`src/rtl/mux4_rr_scheduler_if.sv`:
```
// Channel-side and shared-output signals of the 4:1 round-robin scheduler.
// The master side drives the channels; the slave side is the scheduler.
interface mux4_rr_scheduler_if #(
   parameter int DATA_W = 1
);
   logic                  ena;
   logic [3:0]            req;
   logic [3:0]            last;
   logic [4*DATA_W-1:0]   ch_data;
   logic [1:0]            sel;
   logic [3:0]            grant;
   logic                  out_valid;
   logic [DATA_W-1:0]     out_data;
   logic                  busy;
   logic                  timeout;

   modport master (
      output ena, req, last, ch_data,
      input  sel, grant, out_valid, out_data, busy, timeout
   );

   modport slave (
      input  ena, req, last, ch_data,
      output sel, grant, out_valid, out_data, busy, timeout
   );
endinterface

```
`src/rtl/mux4_rr_scheduler.sv`:
```
// Round-robin owner selection for a shared 4:1 datapath, with a per-grant
// hold limit, a one-cycle dead gap between owners and a registered output lane.
module mux4_rr_scheduler #(
   parameter int DATA_W   = 1,
   parameter int MAX_HOLD = 8
) (
   input logic                 clk,
   input logic                 rst_n,
   mux4_rr_scheduler_if.slave  bus
);

   typedef enum logic [1:0] {IDLE, GRANT, RELEASE} state_t;

   state_t              state;
   logic [1:0]          ptr;
   logic [7:0]          hold_cnt;
   logic [DATA_W-1:0]   lane [4];
   logic                arb_found;
   logic [1:0]          arb_win;
   logic [1:0]          idx;
   logic                hold_at_max;
   logic                grant_end;
   logic                sole_limit;

   always_comb begin
      for (int unsigned k = 0; k < 4; k++) begin
         lane[k] = bus.ch_data[k*DATA_W +: DATA_W];
      end
   end

   // First requester at or above the pointer, wrapping modulo 4.
   always_comb begin
      arb_found = 1'b0;
      arb_win   = ptr;
      idx       = ptr;
      for (int unsigned i = 0; i < 4; i++) begin
         idx = ptr + 2'(i);
         if (!arb_found && bus.req[idx]) begin
            arb_found = 1'b1;
            arb_win   = idx;
         end
      end
   end

   assign hold_at_max = (hold_cnt == 8'(MAX_HOLD));
   assign grant_end   = bus.last[bus.sel] | ~bus.req[bus.sel] | ~bus.ena | hold_at_max;
   // The timeout pulse reports only grants cut short purely by the limit.
   assign sole_limit  = hold_at_max & ~bus.last[bus.sel] & bus.req[bus.sel] & bus.ena;

   always_ff @(posedge clk or negedge rst_n) begin
      if (!rst_n) begin
         state         <= IDLE;
         ptr           <= '0;
         hold_cnt      <= '0;
         bus.sel       <= '0;
         bus.grant     <= '0;
         bus.out_valid <= 1'b0;
         bus.out_data  <= '0;
         bus.busy      <= 1'b0;
         bus.timeout   <= 1'b0;
      end else begin
         bus.timeout   <= 1'b0;
         bus.out_valid <= 1'b0;
         case (state)
            IDLE, RELEASE: begin
               if (bus.ena && arb_found) begin
                  state     <= GRANT;
                  bus.grant <= 4'b0001 << arb_win;
                  bus.sel   <= arb_win;
                  hold_cnt  <= 8'd1;
                  bus.busy  <= 1'b1;
               end else begin
                  state     <= IDLE;
                  bus.grant <= '0;
                  bus.busy  <= 1'b0;
               end
            end
            GRANT: begin
               bus.out_valid <= 1'b1;
               bus.out_data  <= lane[bus.sel];
               if (grant_end) begin
                  state       <= RELEASE;
                  bus.grant   <= '0;
                  ptr         <= bus.sel + 2'd1;
                  bus.timeout <= sole_limit;
                  bus.busy    <= 1'b1;
               end else if (hold_cnt != '1) begin
                  hold_cnt <= hold_cnt + 8'd1;
               end
            end
            default: begin
               state     <= IDLE;
               bus.grant <= '0;
               bus.busy  <= 1'b0;
            end
         endcase
      end
   end

endmodule

```
`src/flat_wrapper.sv`:
```
// flat-port wrapper written by rule: the top's interface ports become plain ports
module mux4_rr_scheduler_flat 
#(
   parameter int DATA_W   = 1,
   parameter int MAX_HOLD = 8
)
  (clk, rst_n, bus_ena, bus_req, bus_last, bus_ch_data, bus_sel, bus_grant, bus_out_valid, bus_out_data, bus_busy, bus_timeout);
  mux4_rr_scheduler_if #(.DATA_W(DATA_W)) bus_i ();
  input logic clk;
  input logic rst_n;
  input wire logic [$bits(bus_i.ena)-1:0] bus_ena;
  input wire logic [$bits(bus_i.req)-1:0] bus_req;
  input wire logic [$bits(bus_i.last)-1:0] bus_last;
  input wire logic [$bits(bus_i.ch_data)-1:0] bus_ch_data;
  output wire logic [$bits(bus_i.sel)-1:0] bus_sel;
  output wire logic [$bits(bus_i.grant)-1:0] bus_grant;
  output wire logic [$bits(bus_i.out_valid)-1:0] bus_out_valid;
  output wire logic [$bits(bus_i.out_data)-1:0] bus_out_data;
  output wire logic [$bits(bus_i.busy)-1:0] bus_busy;
  output wire logic [$bits(bus_i.timeout)-1:0] bus_timeout;
  assign bus_i.ena = bus_ena;
  assign bus_i.req = bus_req;
  assign bus_i.last = bus_last;
  assign bus_i.ch_data = bus_ch_data;
  assign bus_sel = bus_i.sel;
  assign bus_grant = bus_i.grant;
  assign bus_out_valid = bus_i.out_valid;
  assign bus_out_data = bus_i.out_data;
  assign bus_busy = bus_i.busy;
  assign bus_timeout = bus_i.timeout;
  mux4_rr_scheduler #(.DATA_W(DATA_W), .MAX_HOLD(MAX_HOLD)) u_core (.clk(clk), .rst_n(rst_n), .bus(bus_i));
endmodule
```
`config.mk`:
```
export PLATFORM = sky130hd
export DESIGN_NAME = mux4_rr_scheduler_flat
export DESIGN_NICKNAME = d
export VERILOG_FILES = /design/src/rtl/mux4_rr_scheduler_if.sv /design/src/rtl/mux4_rr_scheduler.sv /design/src/flat_wrapper.sv
export SDC_FILE = /design/constraint.sdc
export NUM_CORES = 1
export LEC_CHECK = 0
export BUFFER_PORTS_ARGS = -buffer_cell sky130_fd_sc_hd__buf_2
export CAP_MARGIN = 5
export CORE_MARGIN = 8
export CORE_UTILIZATION = 53
export CTS_CLUSTER_DIAMETER = 100
export DETAILED_ROUTE_END_ITERATION = 8
export GPL_ROUTABILITY_DRIVEN = 0
export GPL_TIMING_DRIVEN = 0
export HOLD_SLACK_MARGIN = 0.02
export MAX_ROUTING_LAYER = met4
export PLACE_DENSITY = 0.78
export SYNTH_ARGS = -nofsm -noshare
export SYNTH_HDL_FRONTEND = slang
export SYNTH_SLANG_ARGS = --single-unit
```
`constraint.sdc`:
```
create_clock -name clk -period 2.65 [get_ports clk]
set_input_delay 0.53 -clock clk [delete_from_list [all_inputs] [get_ports clk]]
set_output_delay 0.53 -clock clk [all_outputs]
set_load 0.01 [all_outputs]
```
# Word level (Yosys, flattened, before mapping)
# Cells that the tools add are included.
[classes]
n_addsub = 5
order_cmp = 6
eq_ne = 8
n_shift = 1
muxes = 38
n_bitwise = 10
reduce_logical = 13
[ops]
columns = ["operator", "n"]
rows = [
  ["8-bit 2-to-1 mux", 3],
  ["1-bit 2-to-1 mux", 18],
  ["8-bit one-hot mux with 2 select lines", 1],
  ["2-bit by 3-bit < comparator with 1-bit output, second input constant", 5],
  ["1-bit binary-select mux with 2-bit select", 7],
  ["8-bit by 1-bit adder with 8-bit output, second input constant", 1],
  ["8-bit by 4-bit == test with 1-bit output, second input constant", 1],
  ["2-bit 2-to-1 mux", 4],
  ["4-bit 2-to-1 mux", 2],
  ["8-bit != test, second input constant", 1],
  ["4-bit one-hot mux with 2 select lines", 1],
  ["2-bit by 1-bit != test with 1-bit output, second input constant", 3],
  ["2-bit by 1-bit adder with 2-bit output, second input constant", 2],
  ["2-bit adder, second input constant", 2],
  ["1-bit logical AND", 4],
  ["2-bit one-hot mux with 2 select lines", 1],
  ["2-bit AND reduction", 2],
  ["4-bit AND reduction", 1],
  ["1-bit by 2-bit << shifter with 4-bit output, first input constant", 1],
  ["1-bit AND", 3],
  ["3-bit greater-or-equal comparator, second input constant", 1],
  ["1-bit logical NOT", 3],
  ["1-bit inverter", 3],
  ["2-bit inverter with 3-bit output", 1],
  ["8 further kinds", 10],
]
[totals]
regBits = 22

# Logic depth before layout (Yosys ltp)
[depth]
ltp_word = 15
mapped_depth = 10

# Worst setup path after synthesis
# No wires, ideal clock.
[synth_timing]
path_kind = "input -> register"
from = "in bus_req[1]"
to = "reg u_core.hold_cnt[2]"
setup_time_ps = 77
arrival_time_ps = 1994
required_time_ps = 2573
slack_ps = 579
cell_stages = 6
path_buffers = 1
cell_sequence = "or4_1 -> and3b_1 -> buf_2 -> or2_1 -> a31o_2 -> a21oi_1"
[synth_between]
elab_chain_len = 15
[synth_rtl]
columns = ["item", "line", "source"]
rows = [
  ["from (decl)", "flat_wrapper.sv:12", "input wire logic [$bits(bus_i.req)-1:0] bus_req;"],
  ["1-bit binary-select mux with 2-bit select", "mux4_rr_scheduler.sv:38", "if (!arb_found && bus.req[idx]) begin"],
  ["1-bit 2-to-1 mux (not written as such)", "mux4_rr_scheduler.sv:38", ""],
  ["1-bit 2-to-1 mux", "mux4_rr_scheduler.sv:38", ""],
  ["1-bit logical NOT", "mux4_rr_scheduler.sv:38", ""],
  ["1-bit logical AND", "mux4_rr_scheduler.sv:38", ""],
  ["1-bit 2-to-1 mux", "mux4_rr_scheduler.sv:38", ""],
  ["1-bit logical NOT", "mux4_rr_scheduler.sv:38", ""],
  ["1-bit logical AND", "mux4_rr_scheduler.sv:38", ""],
  ["1-bit 2-to-1 mux", "mux4_rr_scheduler.sv:38", ""],
  ["1-bit logical NOT", "mux4_rr_scheduler.sv:38", ""],
  ["1-bit logical AND", "mux4_rr_scheduler.sv:38", ""],
  ["1-bit 2-to-1 mux", "mux4_rr_scheduler.sv:38", ""],
  ["1-bit logical AND", "mux4_rr_scheduler.sv:66", "if (bus.ena && arb_found) begin"],
  ["2-bit by 1-bit != test with 1-bit output (no line)", "-", ""],
  ["4-bit AND reduction (no line) (*)", "-", ""],
  ["to (signal assigned)", "mux4_rr_scheduler.sv:88", "hold_cnt <= hold_cnt + 8'd1;"],
  ["to (decl)", "mux4_rr_scheduler.sv:16", "logic [7:0] hold_cnt;"],
]
# Mark *: on every way between the ends. The rest lies on a longest branch, timed or not. The select of a mux whose other input is x is not followed.
# A chain may end at the register's enable or synchronous reset.

# Worst setup path after layout
[layout_timing]
from = "reg u_core.hold_cnt[0]"
to = "reg u_core.hold_cnt[6]"
[layout_between]
elab_chain_len = 4
[layout_rtl]
columns = ["item", "line"]
rows = [
  ["8-bit by 1-bit adder with 8-bit output / 8-bit by 4-bit == test with 1-bit output (equally long branches)", "mux4_rr_scheduler.sv:88, mux4_rr_scheduler.sv:45"],
  ["8-bit 2-to-1 mux / 1-bit OR (equally long branches)", "mux4_rr_scheduler.sv:87, mux4_rr_scheduler.sv:46"],
  ["8-bit 2-to-1 mux / 2-bit != test (equally long branches)", "-"],
  ["8-bit one-hot mux with 2 select lines / 4-bit AND reduction (equally long branches)", "-"],
]
# Parallel ways exist; a longest one is shown, timed or not. The select of a mux whose other input is x is not followed.

==> metrics.md <==
| Metric | Value |
|---|---|
| Synth Cell Area | ~1200 µm² |
| Total Power | about 1.1 mW |
| Clock Path Buffers | 2 |
| Pleak | roughly 0.65 nW |
| First drt pass iteration count | 4 |
| Top-area cell type share of the netlist area | 46.6% |
| CTS hold repair buffers | 0 |
| Period utilization | approximately 84% |
| Yosys top cell by area | dfrtp_1 |
| Fmax | between 400 and 500 MHz |
| Reg-to-reg critical path startpoint | u_core.hold_cnt[0] |
| Yosys warns | 0 |
| DR iter-0 viols | 48 |
| Max-Cap Viols | 0 |
| Crit end category | flop |
| Setup Skew | 1.97 ps |
| Grt ovf | 0 |
| Worst flop-to-flop path endpoint | u_core.hold_cnt[6] |
| Clk sinks | 22 |
| Post-synthesis sequential area ratio | about 47% |
| Initial antenna violation count | 0 |
| Most common cell in the netlist | dfrtp_1 |
| Final WL | 2.73 mm |
| Count of final setup violators | 0 |
| Slew @ Worst Pin | around 500 ps |
| Top FF cell, synth | dfrtp_1 |
| Cts repair resizes | 0 |
| R2R setup slack | about 420 ps |
| Clock slew seen by the registers of the worst setup and hold paths | between 100 and 150 ps |
| Largest net degree at the start of global routing | 23 |
| Synthesized instance count | ~120 |
| R2R cell count | 10 |
| Clk root buf | clkbuf_4 |
| Setup CP Type | reg2reg |
| Drt drc | 0 |
| Setup bufs post-CTS | 0 |
| Status | finished, final reports clean |
| Starting Density | between 50% and 60% |
| Asr flop ratio synth | 100% |
| Slew headroom | 66.6% |
| Hold WS | approximately 170 ps |
| Clock Latency Late Sink | around 300 ps |
| Setup crit start | u_core.hold_cnt[0] |
| PwrDens | roughly 800 nW/µm² |
| Rows | 17 |
| Avg Cell Area, Syn | just under 10 µm² |
| Setup ws final | around 420 ps |
| Via count | 1027 |
| VDD IR max | 0.535 mV |
| Top cells by area, synth | dfrtp_1 47%, nand2_1 5.1%, o21ai_0 4.2% |
| Synth Register Bits | 22 |
| Total CTS buffers | 3 |
| Cell area after layout | between 1000 and 1500 µm² |
| Routed WL per cell | between 15 and 20 µm |
| Port-buffer cells | 24 |
| Worst Setup Start Kind | flop |
| Syn_nets | approximately 140 |
| Netlist cell types | 36 |
| Core Box Area | roughly 2200 µm² |
| Pins Over Slew Limit | 0 |
| Critical path arrival | about 2500 ps |
| Most instantiated cells after synthesis | 22 x dfrtp_1, 16 x nand2_1, 10 x o21ai_0, 9 x a21oi_1, 7 x nor2b_1 |
| Die X | around 63 µm |
| Shortest period the worst path allows | between 2000 and 2500 ps |
| Fraction of layout cells with a size suffix above 1 | roughly a quarter |
| Setup WS pre-CTS | a little over 300 ps |
| Placed inst area | 1340 µm² |
| First-pass GRT wire length | ~4.6 mm |
| DRT antenna net count | 0 |
| Vias in the first global route | about 1.0k |
| CTS tree | built |
| IO Count | 25 |
| Syn-to-layout area delta | 16.2% |
| Final hold viol count | 0 |
| Class of the worst hold path | in2async |
| CP required | 2890 ps |
| CP max FO | 10 |
| Die H | about 63 µm |
| Post-synth EDFFs | 0 |
| Diode count | 0 |
| H-tree levels | 1 |
| NumNets Final | 167 |
| Total GRT Usage | 14.1% |
| Setup TNS | 0 ps |
| Detail Placement HPWL | ~2.1 mm |
| Die footprint | approximately 4000 µm² |
| RSZ-0062 raised after global routing | no |
| Via density | approximately 5.8 |
-- layout by cell type, fill, tap and decap left out, drive strengths merged, types with 2 or more instances in the layout --
master	n
a22o	2
o21ai	10
and3b	2
nor2b	7
ha	2
a31o	2
or2	2
nor2	4
mux4	2
dfrtp	22
buf	27
clkbuf	5
nand3	2
nand2	16
o31ai	6
a21oi	9
nand4	3
or4	6
inv	7
-- routing by layer --
metal | wire (µm) | global-route usage [%] | part of all wire, %
met1 | 1190 | 15.7 | 44
met2 | 1440 | 25.5 | 53
met3 | 79 | 3.18 | 2.9
met4 | 16 | 2.51 | 0.59
met5 | 0 | - | 0
-- critical path: stages, from the launching register on --
cell     delay [ps]
dfrtp_1         460
inv_1           100
ha_1            190
nor4b_1         140
nand3_1         130
a31o_2          180
buf_6           130
inv_4            40
buf_6           130
or4_1           490
a21oi_1         170
-- area by class of cell --
class / instances / area (µm²)
Timing Repair Buffer: 24 / 120
Multi-Input combinational cell: 88 / 571
Clock buffer: 4 / 36.3
Buffer: 4 / 31.3
Fill cell: 199 / 797
Tap cell: 28 / 35.0
Inverter: 7 / 28.8
Sequential cell: 22 / 551
-- kinds of logic (layout without fill, tap and decap cells) --
| logic type | count (synthesis) | count (layout) | share of synthesized area (%) |
|---|---|---|---|
| muxes | 2 | 2 | 4.13 |
| buffers and inverters | 11 | 39 | 5.08 |
| adders and majority gates | 2 | 2 | 2.12 |
| AOI/OAI and AO/OA | 33 | 33 | 17.6 |
| and+or+nand+nor | 50 | 50 | 23.7 |
| xor gates and xnor gates | 1 | 1 | 0.742 |
| DFF | 22 | 22 | 46.6 |
-- power by group --
| group | internal, mW | switching [mW] | total (mW) |
|---|---|---|---|
| Combinational | 0.174 | 0.212 | 0.387 |
| Clock | 0.0838 | 0.103 | 0.187 |
| Sequential | 0.417 | 0.0953 | 0.513 |
| Total | 0.676 | 0.411 | 1.09 |
-- worst max path at each step --
stage,end,slack (ps),depth (start not counted)
final,u_core.hold_cnt[6],420,10
after global routing,u_core.hold_cnt[6],290,10
after CTS,u_core.hold_cnt[6],420,10
after detailed placement,u_core.hold_cnt[2],310,7
after global placement,u_core.hold_cnt[2],360,7
after floorplan,u_core.hold_cnt[2],580,6
-- metrics by stage --
stage	cells	utilization, %
after detailed placement	173	61.6
after global placement	173	61.6
after floorplan	121	-
final	177	63.3
after global routing	177	63.3
after CTS	177	63.3
-- flip-flops by register name (all words and copies together) (netlist names) --
signal,count
u_core.bus.timeout,1
u_core.bus.busy,1
u_core.bus.sel,2
u_core.bus.out_data,1
u_core.hold_cnt,8
u_core.bus.grant,4
u_core.bus.out_valid,1
u_core.state,2
u_core.ptr,2
(Power assumes the default switching activity.)
